### src/rtl/mem_access.sv
// Byte-serial load/store unit between the EX/MEM register and the 8-bit RAM port.
// Loads return a sign/zero-extended result; stores write N bytes little-endian.
module mem_access (
  input  logic        clk_in,
  input  logic        rst_in,
  input  logic        load_in,
  input  logic        store_in,
  input  logic [31:0] mem_addr_in,
  input  logic [31:0] mem_val_in,
  input  logic [1:0]  size_in,
  input  logic        unsigned_in,
  input  logic [7:0]  ram_din_in,
  output logic [7:0]  ram_dout_out,
  output logic [31:0] ram_a_out,
  output logic        ram_wr_out,
  output logic [31:0] rd_val_out,
  output logic        done_out,
  output logic        stallreq_from_mem
);

  typedef enum logic [1:0] {
    S_IDLE  = 2'd0,
    S_LOAD  = 2'd1,
    S_STORE = 2'd2,
    S_DONE  = 2'd3
  } state_t;

  state_t      state_q, state_d;
  logic [31:0] addr_q, addr_d;
  logic [31:0] data_q, data_d;
  logic [1:0]  size_q, size_d;
  logic        uns_q, uns_d;
  logic [2:0]  cnt_q, cnt_d;
  logic [31:0] acc_q, acc_d;
  logic [31:0] ram_a_q, ram_a_d;
  logic        ram_wr_q, ram_wr_d;
  logic [7:0]  ram_dout_q, ram_dout_d;
  logic [31:0] rd_val_q, rd_val_d;
  logic        done_q, done_d;

  logic [2:0]  last_idx;
  logic [2:0]  cnt_n;
  logic [1:0]  lane;

  function automatic logic [31:0] extend(input logic [31:0] v, input logic [1:0] sz,
                                         input logic uns);
    logic [31:0] r;
    case (sz)
      2'd0:    r = {{24{v[7]  & ~uns}}, v[7:0]};
      2'd1:    r = {{16{v[15] & ~uns}}, v[15:0]};
      default: r = v;
    endcase
    return r;
  endfunction

  always_comb begin
    // NOTE: every output of this block gets a default first so no latch is inferred.
    state_d    = state_q;
    addr_d     = addr_q;
    data_d     = data_q;
    size_d     = size_q;
    uns_d      = uns_q;
    cnt_d      = cnt_q;
    acc_d      = acc_q;
    ram_a_d    = 32'd0;
    ram_wr_d   = 1'b0;
    ram_dout_d = ram_dout_q;
    rd_val_d   = rd_val_q;
    done_d     = 1'b0;

    case (size_q)
      2'd0:    last_idx = 3'd0;
      2'd1:    last_idx = 3'd1;
      default: last_idx = 3'd3;
    endcase
    cnt_n = cnt_q + 3'd1;
    // In LOAD cycle k the RAM returns the byte addressed in cycle k-1.
    lane  = cnt_q[1:0] - 2'd1;

    case (state_q)
      S_IDLE: begin
        if (load_in || store_in) begin
          addr_d  = mem_addr_in;
          data_d  = mem_val_in;
          size_d  = size_in;
          uns_d   = unsigned_in;
          cnt_d   = 3'd0;
          acc_d   = 32'd0;
          ram_a_d = mem_addr_in;
          if (store_in) begin
            state_d    = S_STORE;
            ram_wr_d   = 1'b1;
            ram_dout_d = mem_val_in[7:0];
          end else begin
            state_d = S_LOAD;
          end
        end
      end

      S_LOAD: begin
        if (cnt_q != 3'd0) acc_d[{lane, 3'b000} +: 8] = ram_din_in;
        if (cnt_q == last_idx + 3'd1) begin
          rd_val_d = extend(acc_d, size_q, uns_q);
          done_d   = 1'b1;
          state_d  = S_DONE;
        end else begin
          cnt_d = cnt_n;
          if (cnt_q < last_idx) ram_a_d = addr_q + {29'd0, cnt_n};
        end
      end

      S_STORE: begin
        if (cnt_q == last_idx) begin
          done_d  = 1'b1;
          state_d = S_DONE;
        end else begin
          cnt_d      = cnt_n;
          ram_wr_d   = 1'b1;
          ram_a_d    = addr_q + {29'd0, cnt_n};
          ram_dout_d = data_q[{cnt_n[1:0], 3'b000} +: 8];
        end
      end

      default: state_d = S_IDLE;
    endcase
  end

  always_ff @(posedge clk_in) begin
    // NOTE: state updates use non-blocking assignments so every flop samples pre-edge values.
    if (rst_in) begin
      state_q    <= S_IDLE;
      addr_q     <= 32'd0;
      data_q     <= 32'd0;
      size_q     <= 2'd0;
      uns_q      <= 1'b0;
      cnt_q      <= 3'd0;
      acc_q      <= 32'd0;
      ram_a_q    <= 32'd0;
      ram_wr_q   <= 1'b0;
      ram_dout_q <= 8'd0;
      rd_val_q   <= 32'd0;
      done_q     <= 1'b0;
    end else begin
      state_q    <= state_d;
      addr_q     <= addr_d;
      data_q     <= data_d;
      size_q     <= size_d;
      uns_q      <= uns_d;
      cnt_q      <= cnt_d;
      acc_q      <= acc_d;
      ram_a_q    <= ram_a_d;
      ram_wr_q   <= ram_wr_d;
      ram_dout_q <= ram_dout_d;
      rd_val_q   <= rd_val_d;
      done_q     <= done_d;
    end
  end

  assign ram_a_out         = ram_a_q;
  assign ram_wr_out        = ram_wr_q;
  assign ram_dout_out      = ram_dout_q;
  assign rd_val_out        = rd_val_q;
  assign done_out          = done_q;
  assign stallreq_from_mem = (load_in | store_in) & ~done_q;

endmodule

### config.mk
export PLATFORM = sky130hd
export DESIGN_NAME = mem_access
export DESIGN_NICKNAME = d
export VERILOG_FILES = /design/src/rtl/mem_access.sv
export SDC_FILE = /design/constraint.sdc
export NUM_CORES = 1
export LEC_CHECK = 0
export ABC_CLOCK_PERIOD_IN_PS = 6310
export CORE_MARGIN = 1
export CORE_UTILIZATION = 50
export DETAILED_ROUTE_END_ITERATION = 10
export PLACE_DENSITY = 0.77
export SYNTH_ARGS = -nofsm -noshare
export SYNTH_HDL_FRONTEND = slang
export SYNTH_SLANG_ARGS = --single-unit
### constraint.sdc
create_clock -name clk_in -period 6.31 [get_ports clk_in]
set_input_delay 1.5775 -clock clk_in [delete_from_list [all_inputs] [get_ports clk_in]]
set_output_delay 1.5775 -clock clk_in [all_outputs]
set_load 0.1 [all_outputs]
==> flow_metrics.env <==
export IMPL_async_flop_share_pct=0
export IMPL_ctsHoldBuffers=0
export IMPL_overflow=0
export IMPL_core_area_mm2=0.0158
export IMPL_stdcell_area_mm2=0.0103
export IMPL_critPathCaptureType="flop"
export IMPL_postSynthCellCount=968
export IMPL_cts_made_buffers=17
export IMPL_dp_hpwl_mm=14.7
export IMPL_layout_common_cells="193 x nand2_1, 178 x dfxtp_1, 151 x clkdlybuf4s50_1"
export IMPL_track_usage_pct=26.8
export IMPL_clk_pin_slew_ps=70
export IMPL_hold_path_class="flop to flop"
export IMPL_ys_seq_area_share_pct=44.3
export IMPL_worst_slew_margin_rel_pct=22.1
export IMPL_synth_edff_count=0
export IMPL_fillers=1361
export IMPL_ys_warn_count=0
export IMPL_r2r_end="ram_a_out[30]$_SDFF_PP0_"
export IMPL_vdd_drop_max_mv=0.642
export IMPL_vias=7553
export IMPL_place_congestion=0.864
export IMPL_viasPerCell=5.77
export IMPL_seq_area_mm2=0.00356
export IMPL_yosys_area_top_type="dfxtp_1"
export IMPL_antenna_found_initial=0
export IMPL_worst_pin_slew_ps=1170
export IMPL_dieArea_mm2=0.0166
export IMPL_ctsResizeCount=0
export IMPL_r2r_cells=9
export IMPL_critPathRequiredTime_ps=6660
export IMPL_post_cts_buffers=0
export IMPL_drt_total_wl_mm=21.7
export IMPL_critPathArrivalTime_ps=4640
export IMPL_drt_initial_drc_count=691
export IMPL_die_w_um=129
export IMPL_cts_root_buffer="clkbuf_16"
export IMPL_syn_area_mm2=0.00805
export IMPL_post_route_min_period_ps=4280
export IMPL_rows=46
export IMPL_post_route_util_pct=65.2
export IMPL_critPathCapture="ram_a_out[30]$_SDFF_PP0_"
export IMPL_cts_max_level=4
export IMPL_synth_nets=1064
export IMPL_min_period_over_period_pct=67.9
export IMPL_drcViolationCount=0
export IMPL_yosys_top_cells_area="dfxtp_1 44%, nand2_1 9.0%, a21oi_1 6.4%"
export IMPL_synth_top_area_share_pct=44.3
export IMPL_cts_sinks=178
export IMPL_max_freq_ghz=0.233
export IMPL_drive_gt1_share_pct=6.22
export IMPL_r2r_setup_slack_ps=2030
export IMPL_p_per_area_mw_per_mm2=458
export IMPL_multi_input_area_mm2=0.00419
export IMPL_io_pins=154
export IMPL_hold_viol=0
export IMPL_place_ws_ps=2020
export IMPL_cp_max_fo=17
export IMPL_finalMaxSlewViolations=0
export IMPL_cts_tree="yes"
export IMPL_first_global_vias=7080
export IMPL_critical_path_class="flop to flop"
export IMPL_avgSynthCellArea_um2=8.31
export IMPL_cp_start_kind="flop"
export IMPL_fin_setup_tns_ps=0
export IMPL_syn2layout_area_growth_pct=27.9
export IMPL_setup_worst_path_start="cnt_q[0]$_SDFFE_PP0P_"
export IMPL_antenna_cells=0
export IMPL_synth_cell_type_count=65
export IMPL_ys_ff_latch=178
export IMPL_grt_setup_unrepaired="false"
export IMPL_layout_setup_ws_ps=2030
export IMPL_p_leak_uw=0.00356
export IMPL_final_common_cell="nand2_1"
export IMPL_setup_viol=0
export IMPL_dpl_cell_area_mm2=0.00967
export IMPL_dieHeight_um=129
export IMPL_detail_route_antenna_nets=0
export IMPL_outcome="finished, final reports clean"
export IMPL_r2r_start="cnt_q[0]$_SDFFE_PP0P_"
export IMPL_grt_max_degree=83
export IMPL_clockBufferDepth=2
export IMPL_clk_latency_ps=430
export IMPL_dr_pass1_iters=5
export IMPL_synthFlopType="dfxtp_1"
export IMPL_drv_cap=0
export IMPL_grt_pass1_wl_mm=34.9
export IMPL_final_cells=1310
export IMPL_skew_ps=7.06
export IMPL_io_buffers=153
export IMPL_wl_per_cell_um=16.6
export IMPL_fin_nets=1178
export IMPL_initial_utilization_pct=51.0
export IMPL_post_place_cells=1279
==> cell usage after synthesis (all sizes together) (8+ instances only) <==
library cell  count
xnor2             8
a21oi           104
mux4              8
nand4             9
a2bb2oi          14
inv              20
buf              21
or2               9
dfxtp           178
clkbuf           43
a31oi             8
nand3            14
a22oi            25
o31a              8
nor2b            13
nor4             10
nor2             91
nand2b           11
nand2           193
mux2i             9
a211oi           46
o21ai            26
ha               16
o2bb2ai           8
==> area by class of cell <==
class	count	area share, %
Clock inverter	9	1.25
Tap cell	216	2.63
Inverter	20	0.730
Clock buffer	22	4.71
Sequential cell	178	34.6
Timing Repair Buffer	159	15.3
Multi-Input combinational cell	706	40.8
==> state kept, by name (all words and copies together) (netlist names) <==
register and flops:
acc_q 32, addr_q 32, data_q 32, ram_a_out 32, rd_val_out 32, ram_dout_out 8
cnt_q 3, size_q 2, state_q 2, done_out 1, ram_wr_out 1, uns_q 1
==> power breakdown <==
group	switching [uW]	internal [uW]	total (uW)
Combinational	1520	570	2080
Clock	434	662	1100
Sequential	181	1350	1530
==> metrics by stage <==
step	total power, uW	hold WS [ps]
floorplan	3090	433
global placement	3590	439
detailed placement	3620	447
CTS	4710	456
global route	4910	469
finish	4710	454
==> kinds of logic (layout without fill, tap and decap cells) <==
| group | count (synthesis) | after routing | share of synthesized area [%] |
|---|---|---|---|
| xor+xnor | 15 | 15 | 1.63 |
| fa+ha+maj | 17 | 17 | 2.74 |
| compound gates | 279 | 279 | 23.0 |
| mux | 17 | 17 | 3.36 |
| simple gates | 378 | 378 | 20.8 |
| flops | 178 | 178 | 44.3 |
| buf+inv | 84 | 210 | 4.12 |
==> worst min path at each step <==
stage          slack (ps)                      end  cells past startpoint                    start
6_report              450  data_q[23]$_SDFFE_PP0P_                      2  data_q[23]$_SDFFE_PP0P_
5_1_grt               470   data_q[4]$_SDFFE_PP0P_                      2   data_q[4]$_SDFFE_PP0P_
4_1_cts               460  data_q[15]$_SDFFE_PP0P_                      2  data_q[15]$_SDFFE_PP0P_
3_5_place_dp          450  data_q[21]$_SDFFE_PP0P_                      2  data_q[21]$_SDFFE_PP0P_
3_3_place_gp          440   data_q[1]$_SDFFE_PP0P_                      2   data_q[1]$_SDFFE_PP0P_
2_1_floorplan         430   data_q[0]$_SDFFE_PP0P_                      2   data_q[0]$_SDFFE_PP0P_
==> metal layers <==
layer | vias up | part of all wire [%] | global-route usage, %
met4 | 0 | 2.7 | 12.0
met3 | 38 | 6.6 | 4.45
met2 | 312 | 46 | 42.6
met5 | - | 0 | 0
met1 | 3553 | 45 | 35.7
li1 | 3650 | - | -
==> worst max-delay path, stage by stage, from the launching register on <==
cell       delay [ps]
dfxtp_1           780
inv_1             270
ha_1              840
inv_1             190
fa_1              480
nor2b_1           390
o2111ai_2         350
or3_1             410
o311a_1           330
nor3_1            170
Power figures use the tool's default switching activity.
